<file path="src/rtl/golomb_pkg.sv">
// Shared constants, state encoding and the merrval assembly helper for the
// Golomb-Rice decoder.
//   LIMIT  : maximum codeword length in bits
//   QBPP   : width of the escape (fixed-length) field
//   MERR_W : width of the decoded mapped error
//   QMAX   : longest unary prefix before the escape code is forced
package golomb_pkg;

  localparam int LIMIT  = 32;
  localparam int QBPP   = 8;
  localparam int MERR_W = 16;
  localparam int QMAX   = LIMIT - QBPP - 1;

  localparam int Q_W   = 5;
  localparam int R_W   = 14;
  localparam int K_W   = 4;
  localparam int CNT_W = 4;

  localparam logic [Q_W-1:0]   QMAX_Q   = 5'(QMAX);
  localparam logic [CNT_W-1:0] QBPP_CNT = 4'(QBPP);

  typedef enum logic [2:0] {
    IDLE  = 3'd0,
    UNARY = 3'd1,
    REM   = 3'd2,
    ESC   = 3'd3,
    DONE  = 3'd4
  } state_t;

  // (q << k) | r evaluated at MERR_W+Q_W bits, then truncated to MERR_W.
  function automatic logic [MERR_W-1:0] golomb_combine(
    input logic [Q_W-1:0] q,
    input logic [R_W-1:0] r,
    input logic [K_W-1:0] k
  );
    logic [MERR_W+Q_W-1:0] wide;
    wide = ({{MERR_W{1'b0}}, q} << k) | {{(MERR_W+Q_W-R_W){1'b0}}, r};
    return wide[MERR_W-1:0];
  endfunction

endpackage

</file>
<file path="src/rtl/golomb_bit_buffer.sv">
// MSB-first byte-to-bit buffer feeding the Golomb-Rice decoder FSM.
//   in_valid/in_ready/in_data : byte load handshake (accepted only when empty)
//   bit_avail                 : at least one unread bit is held
//   bit_val                   : the next bit (MSB of the shift register)
//   consume                   : drop bit_val this cycle
// Leftover bits survive across codewords; only reset discards them.
module golomb_bit_buffer (
  input  logic       clk,
  input  logic       rst_n,
  input  logic       in_valid,
  output logic       in_ready,
  input  logic [7:0] in_data,
  output logic       bit_avail,
  output logic       bit_val,
  input  logic       consume
);

  logic [7:0] sreg_r;
  logic [3:0] count_r;

  assign in_ready  = (count_r == 4'd0);
  assign bit_avail = (count_r != 4'd0);
  assign bit_val   = sreg_r[7];

  // Byte load when empty, otherwise shift out one bit per consume.
  always_ff @(posedge clk or negedge rst_n) begin
    if (!rst_n) begin
      sreg_r  <= 8'd0;
      count_r <= 4'd0;
    end else if (in_valid && in_ready) begin
      sreg_r  <= in_data;
      count_r <= 4'd8;
    end else if (consume && bit_avail) begin
      sreg_r  <= {sreg_r[6:0], 1'b0};
      count_r <= count_r - 4'd1;
    end else begin
      sreg_r  <= sreg_r;
      count_r <= count_r;
    end
  end

endmodule

</file>
<file path="src/rtl/golomb_rice_decoder.sv">
// Bit-serial Golomb-Rice decoder (JPEG-LS regular-mode error decoding),
// including the LIMIT escape with a QBPP-bit fixed-length field.
//   req_valid/req_ready/k          : per-codeword Golomb parameter handshake
//   in_valid/in_ready/in_data      : MSB-first bitstream bytes
//   out_valid/out_ready/merrval/err: decoded mapped error; err flags a unary
//                                    prefix longer than QMAX zeros
module golomb_rice_decoder
  import golomb_pkg::*;
(
  input  logic              clk,
  input  logic              rst_n,
  input  logic              req_valid,
  output logic              req_ready,
  input  logic [K_W-1:0]    k,
  input  logic              in_valid,
  output logic              in_ready,
  input  logic [7:0]        in_data,
  output logic              out_valid,
  input  logic              out_ready,
  output logic [MERR_W-1:0] merrval,
  output logic              err
);

  state_t              state_r, state_nxt;
  logic [K_W-1:0]      k_r, k_nxt;
  logic [Q_W-1:0]      q_r, q_nxt;
  logic [R_W-1:0]      r_r, r_nxt;
  logic [CNT_W-1:0]    cnt_r, cnt_nxt;
  logic [MERR_W-1:0]   merrval_r, merrval_nxt;
  logic                err_r, err_nxt;

  logic                bit_avail;
  logic                bit_val;
  logic                consume;
  logic [R_W-1:0]      r_shift;

  golomb_bit_buffer u_buf (
    .clk       (clk),
    .rst_n     (rst_n),
    .in_valid  (in_valid),
    .in_ready  (in_ready),
    .in_data   (in_data),
    .bit_avail (bit_avail),
    .bit_val   (bit_val),
    .consume   (consume)
  );

  assign consume   = bit_avail && ((state_r == UNARY) || (state_r == REM) || (state_r == ESC));
  assign r_shift   = {r_r[R_W-2:0], bit_val};
  assign req_ready = (state_r == IDLE);
  assign out_valid = (state_r == DONE);
  assign merrval   = merrval_r;
  assign err       = err_r;

  // State and datapath registers.
  always_ff @(posedge clk or negedge rst_n) begin
    if (!rst_n) begin
      state_r   <= IDLE;
      k_r       <= 4'd0;
      q_r       <= 5'd0;
      r_r       <= 14'd0;
      cnt_r     <= 4'd0;
      merrval_r <= 16'd0;
      err_r     <= 1'b0;
    end else begin
      state_r   <= state_nxt;
      k_r       <= k_nxt;
      q_r       <= q_nxt;
      r_r       <= r_nxt;
      cnt_r     <= cnt_nxt;
      merrval_r <= merrval_nxt;
      err_r     <= err_nxt;
    end
  end

  // Next-state and datapath update; every register holds unless a bit is
  // consumed or a handshake completes, which gives the input-stall behaviour.
  always_comb begin
    state_nxt   = state_r;
    k_nxt       = k_r;
    q_nxt       = q_r;
    r_nxt       = r_r;
    cnt_nxt     = cnt_r;
    merrval_nxt = merrval_r;
    err_nxt     = err_r;
    case (state_r)
      IDLE: begin
        if (req_valid) begin
          k_nxt     = k;
          q_nxt     = 5'd0;
          r_nxt     = 14'd0;
          cnt_nxt   = 4'd0;
          state_nxt = UNARY;
        end else begin
          state_nxt = IDLE;
        end
      end
      UNARY: begin
        if (!bit_avail) begin
          state_nxt = UNARY;
        end else if (!bit_val) begin
          if (q_r == QMAX_Q) begin
            err_nxt     = 1'b1;
            merrval_nxt = 16'd0;
            state_nxt   = DONE;
          end else begin
            q_nxt = q_r + 5'd1;
          end
        end else if (q_r == QMAX_Q) begin
          // Terminating '1' after QMAX zeros introduces the escape field.
          cnt_nxt   = QBPP_CNT;
          state_nxt = ESC;
        end else if (k_r == 4'd0) begin
          merrval_nxt = {{(MERR_W-Q_W){1'b0}}, q_r};
          state_nxt   = DONE;
        end else begin
          cnt_nxt   = k_r;
          state_nxt = REM;
        end
      end
      REM: begin
        if (bit_avail) begin
          r_nxt   = r_shift;
          cnt_nxt = cnt_r - 4'd1;
          if (cnt_r == 4'd1) begin
            merrval_nxt = golomb_combine(q_r, r_shift, k_r);
            state_nxt   = DONE;
          end else begin
            state_nxt = REM;
          end
        end else begin
          state_nxt = REM;
        end
      end
      ESC: begin
        if (bit_avail) begin
          r_nxt   = r_shift;
          cnt_nxt = cnt_r - 4'd1;
          if (cnt_r == 4'd1) begin
            // Escape field carries MErrval-1.
            merrval_nxt = {{(MERR_W-R_W){1'b0}}, r_shift} + 16'd1;
            state_nxt   = DONE;
          end else begin
            state_nxt = ESC;
          end
        end else begin
          state_nxt = ESC;
        end
      end
      DONE: begin
        if (out_ready) begin
          err_nxt   = 1'b0;
          state_nxt = IDLE;
        end else begin
          state_nxt = DONE;
        end
      end
      default: begin
        state_nxt = IDLE;
      end
    endcase
  end

endmodule
</file>
<file path="config.mk">
export PLATFORM = sky130hd
export DESIGN_NAME = golomb_rice_decoder
export DESIGN_NICKNAME = d
export VERILOG_FILES = /design/src/rtl/golomb_pkg.sv /design/src/rtl/golomb_bit_buffer.sv /design/src/rtl/golomb_rice_decoder.sv
export SDC_FILE = /design/constraint.sdc
export NUM_CORES = 1
export LEC_CHECK = 0
export BUFFER_PORTS_ARGS = -buffer_cell sky130_fd_sc_hd__buf_2
export CAP_MARGIN = 20
export CORE_ASPECT_RATIO = 0.9
export CORE_UTILIZATION = 50
export CTS_BUF_LIST = sky130_fd_sc_hd__clkbuf_2 sky130_fd_sc_hd__clkbuf_4 sky130_fd_sc_hd__clkbuf_8
export CTS_CLUSTER_SIZE = 16
export DETAILED_ROUTE_END_ITERATION = 7
export PLACE_DENSITY_LB_ADDON = 0.1
export SLEW_MARGIN = 20
export SYNTH_ARGS = -nofsm -noshare
export SYNTH_HDL_FRONTEND = slang
export SYNTH_SLANG_ARGS = --single-unit
</file>
<file path="constraint.sdc">
create_clock -name clk -period 4.8 [get_ports clk]
set_input_delay 0.24 -clock clk [delete_from_list [all_inputs] [get_ports clk]]
set_output_delay 0.24 -clock clk [all_outputs]
set_load 0.05 [all_outputs]
</file>
==> results by group <==
Final layout
  – N_diodes: 0
  – Area of the multi-input gates: approximately 1800 um2
  – Nets: 451
  – Fin cells: 523
  – Area grow syn2layout: 10.7%
  – Register area: ~1500 um2
  – Filler instances: between 600 and 700
  – Share of post-route cells with drive strength above 1: 0.159

Timing
  – Fin crit share: 0.529
  – Setup TNS: 0 ns
  – RSZ-0062 raised after global routing: false
  – Fin crit period: between 2 and 3 ns
  – Actual slew at the worst max-slew pin: about 0.92 ns
  – Pins Over Slew Limit: 0
  – Peak Freq: around 390 MHz
  – Hold slack: 0.0466 ns
  – Clock skew: 0.0113 ns
  – Post-route setup slack: ~2.3 ns
  – Endpoints failing hold: 0
  – Max transition margin: 0.383
  – Endpoints failing setup: 0

Routing
  – Wirelength per Cell: about 16 um
  – DRT Pass-1 Iters: 5
  – # DRC: 0
  – Iter 0 DRT Violations: around 260
  – Drt via density: 5.81
  – Total Wirelength: 8.37 mm
  – Final ANT Viol Nets: 0
  – Vias: approximately 3.0k

Synth
  – Count of different cell masters after synthesis: roughly 60
  – Part of the Yosys area used for sequential elements: 0.415
  – Ys Warns: 0
  – Async set-reset flop share out of synthesis: 1.00
  – Cells after synthesis: ~410
  – Synth Cell Area: 3500 um2
  – EDFF count, synth: 0
  – #FFs+latches synth: between 50 and 60
  – Syn Area/Cell: 8.51 um2
  – Most frequently used flop master after synthesis: dfrtp_1
  – Mapped Nets: about 430

Clocking
  – Max clock buf depth: 2
  – CTS hold repair buffers: 0
  – Postcts setup bufs: 0
  – Clock sinks: slightly below 60
  – Worst skew pair latency: ~0.34 ns
  – H-Tree Depth: 3
  – Clock transition at the registers of the reported paths: around 0.07 ns
  – Clock Root Buffer: clkbuf_8
  – Clock buffer count from CTS: 9
  – CTS tree: yes
  – PostCTS Resize Cnt: 0

Placement
  – Place WS: 1.91 ns
  – Placed Cells: ~500
  – Port Buf Inserts: 36
  – HPWL Detailed: roughly 5.6 mm
  – Placer congestion estimate: between 0.9 and 1

Floorplan
  – Die X: around 90 um
  – Die span in y: slightly above 80 um
  – Starting density of the core: 0.526
  – Row cnt: 28
  – I/O pin cnt: 37
  – Die footprint: 7340 um2
  – Core Region: 6660 um2

Worst hold path
  – Hold WC Path Type: in -> async

Worst setup path
  – R2r startpoint: state_r[0]$_DFFE_PN0P_
  – Internal reg-to-reg setup slack: around 2.3 ns
  – Peak per-stage delay on the critical path: slightly above 0.8 ns
  – CP cell instances: or3b_1 -> o31ai_4 -> buf_6 -> a2111oi_0 -> a21o_1
  – Kind of end point of the critical path: flop
  – Worst reg-to-reg path cell count: 5
  – Crit-path slowest cell: dfrtp_1
  – Crit start category: flop
  – Max Fanout on Critical Path: 26
  – Crit path DAT: 2.77 ns
  – CP Class: reg -> reg
  – Worst r2r dst: merrval[8]$_DFFE_PN0P_
  – Crit path required time: 5.03 ns

Power
  – Leakage: ~1.7 nW
  – Pwr per Cell Area: 608 nW/um2
  – Maximum VDD drop: roughly 0.00027 V

Global route
  – Vias in the first global route: about 2.7k
  – Largest net degree at the start of global routing: between 50 and 60
  – Initial antenna violation count: 0
  – First-pass GRT wire length: about 14 mm
  – Total grt overflow: 0
  – Global Route Usage Sum: 0.245

Outcome
  – Status: finished clean

Run
  – Max-cap viol count: 0
## registers in the layout, indices dropped and copies added (netlist names)
register	cells
cnt_r	4
q_r	5
merrval	16
state_r	3
u_buf.count_r	4
err	1
r_r	13
u_buf.sreg_r	8
k_r	4
## critical path, delay by kind of cell (launching register included)
kind	cells	cell delay [ns]
AOI/OAI and AO/OA	3	0.75
buffers and inverters	1	0.26
DFF	1	0.83
and+or+nand+nor	1	0.57
## cell families after synthesis
family,Yosys count,share of synthesized area
fa+ha+maj,5,0.0179
simple gates,177,0.249
flops,58,0.415
compound gates,106,0.197
xor+xnor,13,0.0325
buf+inv,44,0.0572
mux,8,0.0315
## layer usage
metal	up-vias	share of wire	track usage
li1	1504	-	-
met1	1429	0.51	0.361
met2	95	0.42	0.355
met3	11	0.062	0.0487
met4	0	0.015	0.0887
met5	-	0	0
## layout by cell type (no fill, tap or decap), types with 4 or more instances in the layout
cell       instances
xor2_1             6
nand4_1            7
nor2b_1            7
mux2_2             4
o21ai_0           40
buf_2             36
clkbuf_8          12
xnor2_1            7
nor2_1            29
nand2b_1           5
a31oi_1           14
a21o_1             5
nand3_1           17
nand2_1           76
a22oi_1            4
dfrtp_1           58
ha_1               5
inv_1             11
a2111oi_0          6
nor3_1             8
a21oi_1           15
a211oi_1           4
## power breakdown
| group | switching, mW | internal [mW] |
|---|---|---|
| Clock | 0.194 | 0.285 |
| Sequential | 0.222 | 0.616 |
| Combinational | 0.697 | 0.342 |
| Total | 1.11 | 1.24 |
## cell type report
class	count	area share
clock buffers	13	0.0446
clock inverters	2	0.00904
inverters	11	0.0107
multi-input cells	309	0.477
flip-flops and latches	58	0.375
well taps	90	0.0291
repair buffers	40	0.0552
## synthesized netlist by cell type (all sizes together) (6+ instances only)
cell type / count / area [um2]
a2111oi: 6 / 52.6
a21oi: 15 / 75.1
nand2: 76 / 285
clkbuf: 23 / 87.6
xor2: 6 / 52.6
buf: 10 / 71.3
a31oi: 14 / 87.6
nand4: 7 / 43.8
nor2b: 7 / 43.8
xnor2: 7 / 61.3
nor3: 9 / 50.1
o21ai: 41 / 205
nor2: 29 / 109
dfrtp: 58 / 1450
inv: 11 / 41.3
nand3: 17 / 85.1
## worst max-delay path by stage
stage,from,end,slack (ns),cells past startpoint
floorplan,state_r[1]$_DFFE_PN0P_,q_r[2]$_DFFE_PN0P_,2.09,7
global route,state_r[0]$_DFFE_PN0P_,merrval[9]$_DFFE_PN0P_,2.11,5
detailed placement,state_r[0]$_DFFE_PN0P_,merrval[11]$_DFFE_PN0P_,1.91,4
finish,state_r[0]$_DFFE_PN0P_,merrval[8]$_DFFE_PN0P_,2.26,5
CTS,state_r[0]$_DFFE_PN0P_,merrval[11]$_DFFE_PN0P_,1.88,4
global placement,state_r[0]$_DFFE_PN0P_,merrval[11]$_DFFE_PN0P_,1.97,4
## metrics by stage
| stage | instance area (um2) | power (mW) | util |
|---|---|---|---|
| floorplan | 3500 | 1.64 | - |
| global placement | 3650 | 1.85 | 0.549 |
| detailed placement | 3650 | 1.87 | 0.549 |
| CTS | 3860 | 2.35 | 0.580 |
| global route | 3870 | 2.52 | 0.582 |
| finish | 3870 | 2.36 | 0.582 |
Power figures use the tool's default switching activity.
